## src/rtl/inst_fifo_pkg.sv

```systemverilog
// Shared CPU package: instruction FIFO entry layout and default depth.
package inst_fifo_pkg;

  localparam int unsigned INST_FIFO_DEPTH = 16;

  // One fetched instruction together with its PC
  typedef struct packed {
    logic [31:0] inst;
    logic [31:0] addr;
  } inst_fifo_entry_t;

endpackage

```

## src/rtl/fifo_dual_mem.sv

```systemverilog
// Storage array for inst_fifo: two write ports, two asynchronous read ports.
// Contents are not reset; the FIFO only exposes entries it has written.
module fifo_dual_mem
  import inst_fifo_pkg::*;
#(
  parameter int unsigned DEPTH = INST_FIFO_DEPTH,
  parameter int unsigned AW    = $clog2(DEPTH)
) (
  input  logic             clk,
  input  logic             we1_i,
  input  logic [AW-1:0]    waddr1_i,
  input  inst_fifo_entry_t wdata1_i,
  input  logic             we2_i,
  input  logic [AW-1:0]    waddr2_i,
  input  inst_fifo_entry_t wdata2_i,
  input  logic [AW-1:0]    raddr1_i,
  output inst_fifo_entry_t rdata1_o,
  input  logic [AW-1:0]    raddr2_i,
  output inst_fifo_entry_t rdata2_o
);

  inst_fifo_entry_t mem_q [DEPTH];

  // Write ports; the FIFO never drives both ports to the same address
  always_ff @(posedge clk) begin
    if (we1_i) mem_q[waddr1_i] <= wdata1_i;
    if (we2_i) mem_q[waddr2_i] <= wdata2_i;
  end

  assign rdata1_o = mem_q[raddr1_i];
  assign rdata2_o = mem_q[raddr2_i];

endmodule

```

## src/rtl/inst_fifo.sv

```systemverilog
// Dual-issue instruction FIFO between fetch and decode.
// Up to two pushes and two pops per cycle, zero-latency head/head+1 reads,
// flush for redirects. Optional starvation counter under
// INST_FIFO_STARVE_CNT_EN (adds port starve_cnt).
module inst_fifo
  import inst_fifo_pkg::*;
#(
  parameter int unsigned DEPTH = INST_FIFO_DEPTH
) (
  input  logic        clk,
  input  logic        rst,
  input  logic        flush,
  input  logic        write_en1,
  input  logic        write_en2,
  input  logic [31:0] write_inst1,
  input  logic [31:0] write_inst2,
  input  logic [31:0] write_addr1,
  input  logic [31:0] write_addr2,
  input  logic        read_en1,
  input  logic        read_en2,
  output logic [31:0] read_inst1,
  output logic [31:0] read_inst2,
  output logic [31:0] read_addr1,
  output logic [31:0] read_addr2,
  output logic        fifo_empty,
  output logic        fifo_almost_empty,
  output logic        fifo_full
`ifdef INST_FIFO_STARVE_CNT_EN
  ,
  output logic [31:0] starve_cnt
`endif
);

  localparam int unsigned AW = $clog2(DEPTH);
  localparam int unsigned CW = AW + 1;

  logic [AW-1:0] rptr_q, rptr_d;
  logic [AW-1:0] wptr_q, wptr_d;
  logic [CW-1:0] count_q, count_d;

  logic             full_c;
  logic             wr1_c, wr2_c, rd1_c, rd2_c;
  logic [CW-1:0]    n_wr_c, n_rd_c;
  inst_fifo_entry_t wdata1_c, wdata2_c, rdata1_c, rdata2_c;

  // Accept/honour decisions and next pointer/count state
  always_comb begin
    full_c  = (count_q >= CW'(DEPTH - 1));
    wr1_c   = write_en1 && !full_c;
    wr2_c   = wr1_c && write_en2;
    rd1_c   = read_en1 && (count_q >= CW'(1));
    rd2_c   = rd1_c && read_en2 && (count_q >= CW'(2));
    n_wr_c  = CW'(wr1_c) + CW'(wr2_c);
    n_rd_c  = CW'(rd1_c) + CW'(rd2_c);
    rptr_d  = rptr_q;
    wptr_d  = wptr_q;
    count_d = count_q;
    if (flush) begin
      rptr_d  = '0;
      wptr_d  = '0;
      count_d = '0;
    end else begin
      rptr_d  = rptr_q + AW'(n_rd_c);
      wptr_d  = wptr_q + AW'(n_wr_c);
      count_d = count_q + n_wr_c - n_rd_c;
    end
  end

  // Pointer and occupancy registers
  always_ff @(posedge clk or posedge rst) begin
    if (rst) begin
      rptr_q  <= '0;
      wptr_q  <= '0;
      count_q <= '0;
    end else begin
      rptr_q  <= rptr_d;
      wptr_q  <= wptr_d;
      count_q <= count_d;
    end
  end

  assign wdata1_c = '{inst: write_inst1, addr: write_addr1};
  assign wdata2_c = '{inst: write_inst2, addr: write_addr2};

  fifo_dual_mem #(
    .DEPTH (DEPTH),
    .AW    (AW)
  ) u_mem (
    .clk      (clk),
    .we1_i    (wr1_c && !flush && !rst),
    .waddr1_i (wptr_q),
    .wdata1_i (wdata1_c),
    .we2_i    (wr2_c && !flush && !rst),
    .waddr2_i (wptr_q + AW'(1)),
    .wdata2_i (wdata2_c),
    .raddr1_i (rptr_q),
    .rdata1_o (rdata1_c),
    .raddr2_i (rptr_q + AW'(1)),
    .rdata2_o (rdata2_c)
  );

  // Read ports show zeros where the slot holds no valid entry
  always_comb begin
    read_inst1 = '0;
    read_addr1 = '0;
    read_inst2 = '0;
    read_addr2 = '0;
    if (count_q >= CW'(1)) begin
      read_inst1 = rdata1_c.inst;
      read_addr1 = rdata1_c.addr;
    end
    if (count_q >= CW'(2)) begin
      read_inst2 = rdata2_c.inst;
      read_addr2 = rdata2_c.addr;
    end
  end

  assign fifo_empty        = (count_q == '0);
  assign fifo_almost_empty = (count_q == CW'(1));
  assign fifo_full         = full_c;

`ifdef INST_FIFO_STARVE_CNT_EN
  logic [31:0] starve_q;

  // Saturating count of cycles where decode cannot dual-issue
  always_ff @(posedge clk or posedge rst) begin
    if (rst) begin
      starve_q <= '0;
    end else if ((count_q < CW'(2)) && !flush && (starve_q != '1)) begin
      starve_q <= starve_q + 32'd1;
    end
  end

  assign starve_cnt = starve_q;
`endif

endmodule

```

## config.mk

```make
export PLATFORM = sky130hd
export DESIGN_NAME = inst_fifo
export DESIGN_NICKNAME = d
export VERILOG_FILES = /design/src/rtl/inst_fifo_pkg.sv /design/src/rtl/fifo_dual_mem.sv /design/src/rtl/inst_fifo.sv
export SDC_FILE = /design/constraint.sdc
export NUM_CORES = 2
export LEC_CHECK = 0
export BUFFER_PORTS_ARGS = -buffer_cell sky130_fd_sc_hd__buf_4
export CORE_ASPECT_RATIO = 0.75
export CORE_MARGIN = 1.5
export CORE_UTILIZATION = 30
export CTS_CLUSTER_DIAMETER = 50
export DETAILED_ROUTE_END_ITERATION = 16
export GPL_ROUTABILITY_DRIVEN = 0
export HOLD_SLACK_MARGIN = 0.08
export PLACE_DENSITY = 0.56
export SLEW_MARGIN = 20
export SYNTH_ARGS = -nofsm -noshare
export SYNTH_HDL_FRONTEND = slang
export SYNTH_SLANG_ARGS = --single-unit
export TNS_END_PERCENT = 30
```

## constraint.sdc

```tcl
create_clock -name clk -period 12.2 [get_ports clk]
set_clock_uncertainty 0.05 [all_clocks]
set_input_delay 3.05 -clock clk [delete_from_list [all_inputs] [get_ports clk]]
set_output_delay 3.05 -clock clk [all_outputs]
set_load 0.1 [all_outputs]
```

Yosys cells after proc, flatten, opt, wreduce, memory -nomap -nowiden
Memories as Yosys holds them, arrays and structs flattened.
Cells that the tools add are included.
{"block": "op_classes", "add_sub_neg": 8, "eq_ne": 1, "magnitude_cmp": 3, "n_mux": 11, "reduce_logical": 13}
{"op": "32-bit 2-to-1 mux", "count": 4}
{"op": "1-bit logical AND", "count": 9}
{"op": "4-bit by 1-bit adder with 4-bit output (second input constant)", "count": 2}
{"op": "4-bit by 2-bit adder with 4-bit output", "count": 2}
{"op": "4-bit 2-to-1 mux", "count": 2}
{"op": "5-bit by 2-bit adder with 5-bit output", "count": 1}
{"op": "5-bit by 1-bit equality test with 1-bit output (second input constant)", "count": 1}
{"op": "5-bit by 1-bit greater-or-equal comparator with 1-bit output (second input constant)", "count": 1}
{"op": "5-bit by 2-bit greater-or-equal comparator with 1-bit output (second input constant)", "count": 1}
{"op": "5-bit by 4-bit greater-or-equal comparator with 1-bit output (second input constant)", "count": 1}
{"op": "5-bit zero test", "count": 1}
{"op": "5-bit 2-to-1 mux", "count": 1}
{"op": "5-bit by 2-bit subtractor with 5-bit output", "count": 1}
{"op": "1-bit by 1-bit adder with 2-bit output", "count": 2}
{"op": "1-bit 2-to-1 mux", "count": 4}
{"op": "1-bit zero test", "count": 3}
{"block": "word_totals", "output_inout_bits": 131, "word_cells": 40, "register_bits": 13, "memories": 1, "ramBits": 1024, "input_bits": 135}
{"name": "u_mem.mem_q", "words": 16, "word_bits": 64, "rd": 2, "rd_clocked_by_memory_dff": 0, "write_ports": 2, "line": "fifo_dual_mem.sv:22", "text": "inst_fifo_entry_t mem_q [DEPTH];"}

Depth between registers and ports, before layout
{"block": "logic_depth", "word_depth": 8, "depth_mapped": 17, "depth_no_buf": 16}

Cells and area by module
From an unflattened synthesis, not the netlist that was laid out.
{"block": "unflattened", "hier_cells": 3650, "area_unflattened_um2": 60237.8}
{"module": "fifo_dual_mem", "cells_per_inst": 3401, "instances": 1, "area_per_inst_um2": 58298.4, "seq_area_each_um2": 30749.5}
{"module": "inst_fifo", "cells_per_inst": 249, "instances": 1, "area_per_inst_um2": 1939.4, "seq_area_each_um2": 325.3}

Worst setup path before layout
No wires, ideal clock.
{"block": "synth_path", "path_kind": "input-to-reg", "startpoint": "in flush", "endpoint": "mem u_mem.mem_q[2][0] in the netlist's numbering (enable)", "setup_ns": 0.581, "path_stages": 5, "path_buffers": 1, "arrival_time_ns": 8.859, "path_slack_ns": 2.711, "required_ns": 11.569, "cell_sequence": "buf_6 nor3b_1 o2111ai_1 or2_2 o31ai_1"}
{"element": "start: declaration", "line": "inst_fifo.sv:12", "text": "input logic flush,"}
{"element": "end: declaration", "line": "fifo_dual_mem.sv:22"}

Worst setup path in the final report
{"block": "layout_path", "startpoint": "reg rptr_q[0]", "endpoint": "out read_addr2[31]"}
{"block": "layout_via", "elab_chain_len": 3}
{"element": "start: declaration", "line": "inst_fifo.sv:37", "text": "logic [AW-1:0] rptr_q, rptr_d;"}
{"element": "start signal: assignment", "line": "inst_fifo.sv:76", "text": "rptr_q <= rptr_d;"}
{"element": "4-bit by 1-bit adder with 4-bit output", "line": "inst_fifo.sv:98", "text": ".raddr2_i (rptr_q + AW'(1)),"}
{"element": "memory read 16 x 64 bit"}
{"element": "32-bit 2-to-1 mux", "line": "inst_fifo.sv:112", "text": "if (count_q >= CW'(2)) begin"}
{"element": "end: declaration", "line": "inst_fifo.sv:24", "text": "output logic [31:0] read_addr2,"}
Every way passes these cells.

==> results.json <==
{
  "wl_met3_um": 16500,
  "drt_pass1_iterations": 5,
  "coreArea_mm2": 0.200,
  "r2r_cells": 9,
  "internal-power_uw": 8040,
  "pwr-share-comb": 0.482,
  "p_sw_frac": 0.447,
  "clkSinkCount": 1037,
  "worst_pin_slew_ns": 1.15,
  "crit_slowest_cell": "ha_4",
  "grt_pass1_wl_um": 302000,
  "yosysUniqueCellTypes": 54,
  "drtIter0Drc": 4530,
  "fin_hold_ws_ns": 0.693,
  "area_growth_pct": 13.6,
  "drive_gt1_frac": 0.560,
  "cp-startpoint": "rptr_q[0]",
  "pin_count": 266,
  "wl_um": 219000,
  "synth_flop_cell": "edfxtp_1",
  "clockBufferDepth": 3,
  "synth.yosys.seq_area_share": 0.515,
  "insertion_delay_ns": 0.78,
  "path_cells": "ha_4 > buf_4 > mux4_2 > mux2i_1 > o22ai_1 > buf_4",
  "synth.avg_cell_area_um2": 17.1,
  "htreeDepth": 3,
  "ctsResizeCount": 0,
  "status": "finished, final reports clean",
  "r2r_end": "u_mem.mem_q[12][39]",
  "switchingPower_uw": 6500,
  "setup.worst_path.start_class": "flip-flop",
  "netlist_area_mm2": 0.0603,
  "seq_power_share": 0.279,
  "grt_max_degree": 138,
  "critPathMaxStageDelay_ns": 1.03,
  "cts_buffers": 118,
  "drc": 0,
  "clock.fmax_mhz": 122,
  "leakagePower_uw": 0.0211,
  "track_usage": 0.210,
  "top_layer_used": "met5",
  "period_needed_ns": 8.17,
  "avgViaCountPerCell": 5.85,
  "portBuffers": 265,
  "postSynthCellCount": 3534,
  "ctsRootBufferMaster": "clkbuf_16",
  "hold_viol": 0,
  "grt_overflow": 0,
  "reg2reg_from": "count_q[4]",
  "synth-seq-cells": 1037,
  "cts_hold_buf": 0,
  "rrSetupSlack_ns": 7.25,
  "nets": 3738,
  "grt_pass1_vias": 37200,
  "grt_setup_unrepaired": "no",
  "route.met2.wl_um": 105000,
  "dieArea_mm2": 0.204,
  "hold_class": "reg2reg",
  "tritoncts": "built",
  "cp.arrival_ns": 5.07,
  "post-route-period-util": 0.670,
  "die_w_um": 521,
  "syn_nets": 3689,
  "end_kind": "primary output",
  "antenna_found_initial": 21,
  "initial_core_util": 0.302,
  "yosysWarnings": 0,
  "path_clk_slew_ns": 0.06,
  "die_h_um": 391,
  "crit_path_end": "read_addr2[31]",
  "dr_total_vias": 37100,
  "wl_met1_um": 91500,
  "final_util": 0.343,
  "fillers": 19100,
  "power_frac_clock": 0.240,
  "wl_per_cell_um": 34.5,
  "ant_nets": 0,
  "synth_edf_count": 1024,
  "cellPowerDensity_mw_per_mm2": 212,
  "required_ns": 9.10,
  "relSlewSlack": 0.233,
  "peakVddDrop_uv": 205,
  "cts_setup_buffers": 0,
  "cpMostUsedCell": "buf_4",
  "maxCapViolCount": 0,
  "slew_violations": 0,
  "dp_hpwl_um": 113000,
  "crit_fanout": 64,
  "fp-row-count": 142,
  "path_class": "reg2out",
  "setup_tns_ns": 0,
  "setup_viol": 0,
  "synthArstFlopShare": 0.0125
}
[layout make-up]
| class | instances | area [µm²] | area share |
|---|---|---|---|
| clock buffer | 141 | 3040 | 0.0444 |
| clock inverter | 77 | 621 | 0.00906 |
| multi-input combinational | 2063 | 27600 | 0.403 |
| tap | 2664 | 3330 | 0.0487 |
| timing repair buffer | 349 | 2750 | 0.0401 |
| antenna | 5 | 12.5 | 0.000183 |
| inverter | 14 | 52.6 | 0.000767 |
| sequential | 1037 | 31100 | 0.454 |
[synthesized netlist by cell type, types with 8 or more instances]
master | count | area, µm²
a21oi_1 | 72 | 360
a22oi_1 | 129 | 968
buf_1 | 36 | 135
buf_2 | 118 | 591
buf_6 | 21 | 236
clkbuf_1 | 241 | 905
dfrtp_1 | 13 | 325
edfxtp_1 | 1024 | 30700
ha_1 | 18 | 225
inv_1 | 13 | 48.8
mux2_1 | 37 | 417
mux2_2 | 938 | 10600
mux2_4 | 49 | 736
mux2i_1 | 128 | 1280
mux4_2 | 512 | 11500
nand2_1 | 10 | 37.5
nand3_1 | 8 | 40.0
nor2_1 | 13 | 48.8
nor2b_1 | 9 | 56.3
o21ai_0 | 8 | 40.0
o22ai_1 | 64 | 400
[layout by cell type, fill, tap and decap left out, drive strengths merged, types with 50 or more instances in the layout]
cell type     n
mux2i       128
mux2       1024
mux4        512
clkbuf      141
buf         349
o22ai        64
a21oi        72
edfxtp     1024
a22oi       129
clkinv       50
[critical path: cells and delay by family, from the launching register on]
family / cells / cell delay, ns
AO/OA/AOI/OAI: 1 / 0.65
buffers and inverters: 2 / 1.34
multiplexers: 2 / 0.46
flip-flops: 1 / 0.74
adder cells (fa/ha/maj): 1 / 1.03
[power groups by stage]
| stage | Combinational [µW] | Sequential [µW] | Clock, µW |
|---|---|---|---|
| 3_5_place_dp | 7060 | 4130 | 0 |
| 4_1_cts | 7070 | 4060 | 3540 |
| 3_3_place_gp | 7040 | 4130 | 0 |
| 6_report | 7000 | 4060 | 3480 |
| 2_1_floorplan | 5340 | 4070 | 0 |
| 5_1_grt | 7270 | 4060 | 3680 |
[metal layers]
layer  vias to the layer above  GRT usage
met2                      1761      0.342
met5                         -          0
met1                     20200      0.285
li1                      14800          -
met3                       325     0.0391
met4                        14     0.0586
[registers in the layout, indices dropped and copies added (netlist names)]
| register | cells |
|---|---|
| rptr_q | 4 |
| u_mem.mem_q | 1024 |
| count_q | 5 |
| wptr_q | 4 |
[stage by stage]
step	instance area [µm²]	setup WS (ns)	instances	total power [µW]
after global placement	64800	4.73	6127	11200
after floorplan	60300	2.71	3534	9400
after detailed placement	64800	4.74	6127	11200
after global routing	68500	3.84	6349	15000
final	68500	4.03	6350	14500
after CTS	68500	3.88	6345	14700
[kinds of logic after synthesis]
logic type | share of synthesized area
muxes | 0.407
DFF | 0.515
adders and majority gates | 0.00440
AOI/OAI and AO/OA | 0.0322
and+or+nand+nor | 0.00786
xor gates and xnor gates | 0.00131
buffers and inverters | 0.0323
[worst min path at each step]
stage	start	end	cells after the start	slack, ns
6_report	rptr_q[3]	rptr_q[3]	2	0.69
5_1_grt	rptr_q[3]	rptr_q[3]	2	0.71
4_1_cts	rptr_q[3]	rptr_q[3]	2	0.68
3_5_place_dp	rptr_q[3]	rptr_q[3]	2	0.67
3_3_place_gp	rptr_q[3]	rptr_q[3]	2	0.66
2_1_floorplan	rptr_q[0]	rptr_q[0]	2	0.56
No activity file was read; power rests on OpenSTA's default activity.
